==> config.mk <==
export PLATFORM = sky130hd
export DESIGN_NAME = reg_file_32x32
export DESIGN_NICKNAME = d
export VERILOG_FILES = /design/src/rtl/reg_file_32x32_pkg.sv /design/src/rtl/reg_file_32x32_decoder.sv /design/src/rtl/reg_file_32x32.sv
export SDC_FILE = /design/constraint.sdc
export NUM_CORES = 2
export LEC_CHECK = 0
export ABC_AREA = 1
export CAP_MARGIN = 25
export CORE_MARGIN = 3
export CORE_UTILIZATION = 50
export CTS_CLUSTER_SIZE = 14
export DETAILED_ROUTE_END_ITERATION = 8
export PLACE_DENSITY_LB_ADDON = 0.08
export SYNTH_ARGS = -nofsm -noshare
export SYNTH_HDL_FRONTEND = slang
export SYNTH_SLANG_ARGS = --single-unit
==> constraint.sdc <==
create_clock -name clk -period 3.7 [get_ports clk]
set_input_delay 0.74 -clock clk [delete_from_list [all_inputs] [get_ports clk]]
set_output_delay 0.74 -clock clk [all_outputs]
set_load 0.03 [all_outputs]
==> src/rtl/reg_file_32x32_pkg.sv <==
// rtl/reg_file_32x32_pkg.sv - shared widths and constants for the 32x32 register file
package reg_file_32x32_pkg;

    localparam int REG_ADDR_W = 5;
    localparam int REG_DATA_W = 32;
    localparam int REG_COUNT  = 32;
    localparam int WR_COUNT_W = 16;

    localparam logic [REG_ADDR_W-1:0] ZERO_REG = '0;

    // Datapath write-address select: rd for R-type results, rt otherwise.
    function automatic logic [REG_ADDR_W-1:0] sel_wr_addr(
        input logic                  reg_dst,
        input logic [REG_ADDR_W-1:0] rt,
        input logic [REG_ADDR_W-1:0] rd
    );
        return reg_dst ? rd : rt;
    endfunction

endpackage

==> src/rtl/reg_file_32x32_decoder.sv <==
// rtl/reg_file_32x32_decoder.sv - 5-to-32 one-hot write-enable decoder
module decoder_5to32
    import reg_file_32x32_pkg::*;
(
    input  logic [REG_ADDR_W-1:0] addr,
    input  logic                  en,
    output logic [REG_COUNT-1:0]  onehot
);

    // Exactly one bit high when enabled, all low otherwise.
    always_comb begin
        onehot = '0;
        if (en) begin
            onehot = REG_COUNT'(1) << addr;
        end
    end

endmodule

==> src/rtl/reg_file_32x32.sv <==
// rtl/reg_file_32x32.sv - 31 writable registers, r0 hardwired to zero, two bypassed read ports
module reg_file_32x32
    import reg_file_32x32_pkg::*;
(
    input  logic                  clk,
    input  logic                  rst_n,
    input  logic                  wr_en,
    input  logic [REG_ADDR_W-1:0] wr_addr,
    input  logic [REG_DATA_W-1:0] wr_data,
    input  logic [REG_ADDR_W-1:0] rd_addr_a,
    input  logic [REG_ADDR_W-1:0] rd_addr_b,
    output logic [REG_DATA_W-1:0] rd_data_a,
    output logic [REG_DATA_W-1:0] rd_data_b,
    output logic                  wr_ack,
    output logic [WR_COUNT_W-1:0] wr_count
);

    logic [REG_DATA_W-1:0] regs [1:REG_COUNT-1];
    logic [REG_DATA_W-1:0] view [0:REG_COUNT-1];
    logic [REG_COUNT-1:0]  dec_onehot;
    logic [REG_COUNT-1:0]  wr_sel;
    logic                  commit;
    logic                  bypass_a;
    logic                  bypass_b;

    // Gating the decoder with rst_n makes reset win over a same-cycle write.
    decoder_5to32 u_dec (
        .addr   (wr_addr),
        .en     (wr_en & rst_n),
        .onehot (dec_onehot)
    );

    // r0 has no storage, so its enable is forced low; a write to r0 then never commits.
    assign wr_sel = dec_onehot & ~(REG_COUNT'(1) << ZERO_REG);
    assign commit = |wr_sel;

    // Bypass only for writes that will actually land, which also excludes r0 and reset.
    assign bypass_a = commit && (rd_addr_a == wr_addr);
    assign bypass_b = commit && (rd_addr_b == wr_addr);

    // Storage: clear on reset, otherwise load the selected register.
    always_ff @(posedge clk) begin
        for (int i = 1; i < REG_COUNT; i++) begin
            if (!rst_n) begin
                regs[i] <= '0;
            end else if (wr_sel[i]) begin
                regs[i] <= wr_data;
            end
        end
    end

    // Flat read view with the constant-zero r0 in slot 0.
    always_comb begin
        view[0] = '0;
        for (int i = 1; i < REG_COUNT; i++) begin
            view[i] = regs[i];
        end
    end

    // Combinational read ports with write-through bypass.
    always_comb begin
        rd_data_a = bypass_a ? wr_data : view[rd_addr_a];
        rd_data_b = bypass_b ? wr_data : view[rd_addr_b];
    end

    // Write acknowledge pulse and free-running commit counter (wraps naturally).
    always_ff @(posedge clk) begin
        if (!rst_n) begin
            wr_ack   <= 1'b0;
            wr_count <= '0;
        end else begin
            wr_ack <= commit;
            if (commit) begin
                wr_count <= wr_count + WR_COUNT_W'(1);
            end
        end
    end

endmodule
==> out/metrics.cfg <==
[outcome]
status = completed

[finish]
multi_input_area_um2 = 22230
final_nets = 6914
layout-drive-gt1-share = 0.09368
register_area_um2 = 30130
syn_to_final_growth_pct = 14.60
final_cells = 8461
fill_cells = 10100

[yosys]
postSynthAreaPerCell_um2 = 8.235
ys_async_sr_fraction = 0
synth_warnings = 0
synth_fp_nets = 6994
synthFlopType = edfxtp_1
ys_types = 27
synthesis.area_um2 = 57180
syn_inst = 6943
yosysSeqAreaShare = 0.5269
synth_seq_cells = 1009
synth_edf_count = 992

[global_routing]
grt-ovfl-total = 0
top_usage_layer = met2
grt_start_max_net_pins = 96
use_met3 = 0.08526
grtUsageTotal = 0.3676
use_met2 = 0.5522
antenna_found_initial = 1
use_met1 = 0.4997
grt_pass1_vias = 49520
grt_pass1_wl_um = 321300

[min_path]
hold_path.class = flip-flop to flip-flop
worstHoldEndpoint = wr_count[0]
holdPathStages = 3
hp-start = wr_count[0]

[sta]
finClkSkew_ps = 11.88
hold_violations = 0
slew_viol_final = 0
rsz0062_at_grt = no
min_period_ps = 3563
setup_violations = 0
period_share = 0.9629
relSlewSlack = 0.4199
fmax_mhz = 280.7
tightest_slew_ps = 869.1

[floorplanning]
die_w_um = 344.2
dieArea_um2 = 118400
fp.coreArea_um2 = 113000
initial_utilization = 0.5062
rows = 123
ioPinCount = 131
die_h_um = 344.2

[cts]
root_buffer = clkbuf_16
numCtsBuffers = 114
worstSkewPairLatency_ps = 720
max-clock-path-buffers = 3
cts.sinks = 1009
cts.htree.levels = 3
cts_tree = yes
path_clk_slew_ps = 60

[route]
drtIter0Drc = 7691
wl_per_cell_um = 26.25
antenna_left = 0
drc = 0
dr.pass1.iters = 8
vias = 52680
avgViaCountPerCell = 6.226
routed_wirelength_um = 222100

[critical_path]
cp.required_ps = 2960
path_cells = dlygate4sd2_1, buf_4, nor2_1, nand3_1, nor2_1, nor2_1, nand2_1, nor2_2, nand3_4, buf_12, buf_16, nand3_1, nand2_1, buf_4
reg2reg_slack_ps = 1620
worst_path_most_repeated_cell = nor2_1
r2r-start = wr_count[2]
crit_path_start_kind = input port
r2r_end = wr_count[15]
crit_arrival_ps = 2820
crit_path_max_fanout = 6
path_class = input port to output port
crit_slowest_cell = dlygate4sd2_1
reg2reg_depth = 9
critPathMaxStageDelay_ps = 400
crit_start = wr_addr[1]
crit_path_end_kind = output port

[power]
power_density_nw_per_um2 = 448.6
p_seq_frac = 0.457
combPwrFrac = 0.167
switching_power_uw = 8449
power_leakage_uw = 0.02696
switching_share = 0.2874
intPower_uw = 20950
vdd_drop_max_mv = 0.3688
clkPwrFrac = 0.376
power.total_uw = 29400

[placed_design]
portBuffers = 130
dp_hpwl_um = 133600
dp.cells = 8237
finalWeightedCongestion = 0.9526

[job]
drv_cap = 0

[repair_timing]
action / 4_1_cts / 5_1_grt
pin swaps: 1 / 10
resized for setup: 7 / 30
cloned: 1 / 4
setup buffers: 2 / 3
setup endpoints to repair: 64 / 64
hold buffers: 0 / 0
endpoints found under the hold margin: 0 / 0
[cells in the mapped netlist (2+ instances only)]
master	instances	area (µm²)
o21ai_0	133	665.6
nor2_1	1148	4309
nand2_2	6	37.54
nand4_1	9	56.30
buf_4	3	22.52
nand3_2	2	20.02
nand2_1	1529	5739
dfxtp_1	17	340.3
clkbuf_1	414	1554
nor3_1	5	25.02
a21oi_1	133	665.6
o211ai_1	769	5773
nor2_2	7	43.79
nand3_1	885	4429
inv_1	624	2342
xor2_1	17	148.9
inv_2	11	41.29
buf_2	137	685.7
buf_6	6	67.56
buf_1	88	330.3
o21ai_1	3	15.01
edfxtp_1	992	29790
[worst max-delay path: cells and delay by family]
kind	cells	cell delay, ps
simple gates	9	920
buf+inv	5	1160
[cell type report]
cell class,instances,area share
flip-flops and latches,1009,0.4598
multi-input cells,4651,0.3392
repair buffers,452,0.08083
clock buffers,154,0.04738
inverters,635,0.03710
well taps,1500,0.02864
clock inverters,59,0.006951
diodes,1,0.00003819
[kinds of logic (layout without fill, tap and decap cells)]
kind of cell | count (synthesis) | in the layout | share of synthesized area
simple gates | 3595 | 3595 | 0.2575
xor+xnor | 17 | 17 | 0.002604
flops | 1009 | 1009 | 0.5269
other cells | 0 | 1 | 0
buf+inv | 1283 | 1300 | 0.08821
compound gates | 1038 | 1038 | 0.1245
fa+ha+maj | 1 | 1 | 0.0002188
[worst max path at each step]
stage	to	slack, ps
global placement	rd_data_b[15]	-160
global route	rd_data_b[5]	20
floorplan	rd_data_b[0]	730
finish	rd_data_b[15]	140
detailed placement	rd_data_a[3]	-210
CTS	rd_data_b[15]	10
[registers in the layout (all words and copies together), names as in the netlist]
name	flops
wr_count	16
regs	992
wr_ack	1
[layer usage]
layer | wire length [µm] | share of wire
met3 | 27400 | 0.12
met1 | 85870 | 0.39
met2 | 96670 | 0.44
met5 | 13 | 0.000059
met4 | 12150 | 0.055
[layout by cell type, fill, tap and decap left out, drive strengths merged]
master	n
nand2	1535
nor2	1156
edfxtp	992
nand3	888
o211ai	769
inv	638
buf	393
clkbuf	159
o21ai	136
a21oi	133
clkdlybuf4s50	49
clkinv	49
xor2	17
dfxtp	17
nand4	9
bufinv	6
nor3	5
dlymetal6s2s	3
nor4	2
dlygate4sd2	2
diode	1
ha	1
clkinvlp	1
[power by group through the flow]
stage | clock (µW) | combinational, µW | sequential [µW]
finish | 11100 | 4900 | 13400
global route | 11600 | 5200 | 13500
CTS | 11100 | 4740 | 13400
detailed placement | 0 | 4720 | 13700
global placement | 0 | 4680 | 13600
floorplan | 0 | 2660 | 13600
[metrics by stage]
step / setup slack [ps] / hold slack [ps] / util / area (µm²) / TNS, ps
after floorplan: 734.5 / 665.3 / - / 57180 / 0
after global placement: -163.6 / 552.6 / 0.5461 / 61680 / -8258
after detailed placement: -207.0 / 556.7 / 0.5461 / 61680 / -9597
after CTS: 14.45 / 552.7 / 0.5781 / 65300 / 0
after global routing: 22.34 / 607.1 / 0.5800 / 65520 / 0
final: 137.4 / 569.7 / 0.5801 / 65520 / 0
Note: power is estimated with default switching activity, not from simulation.
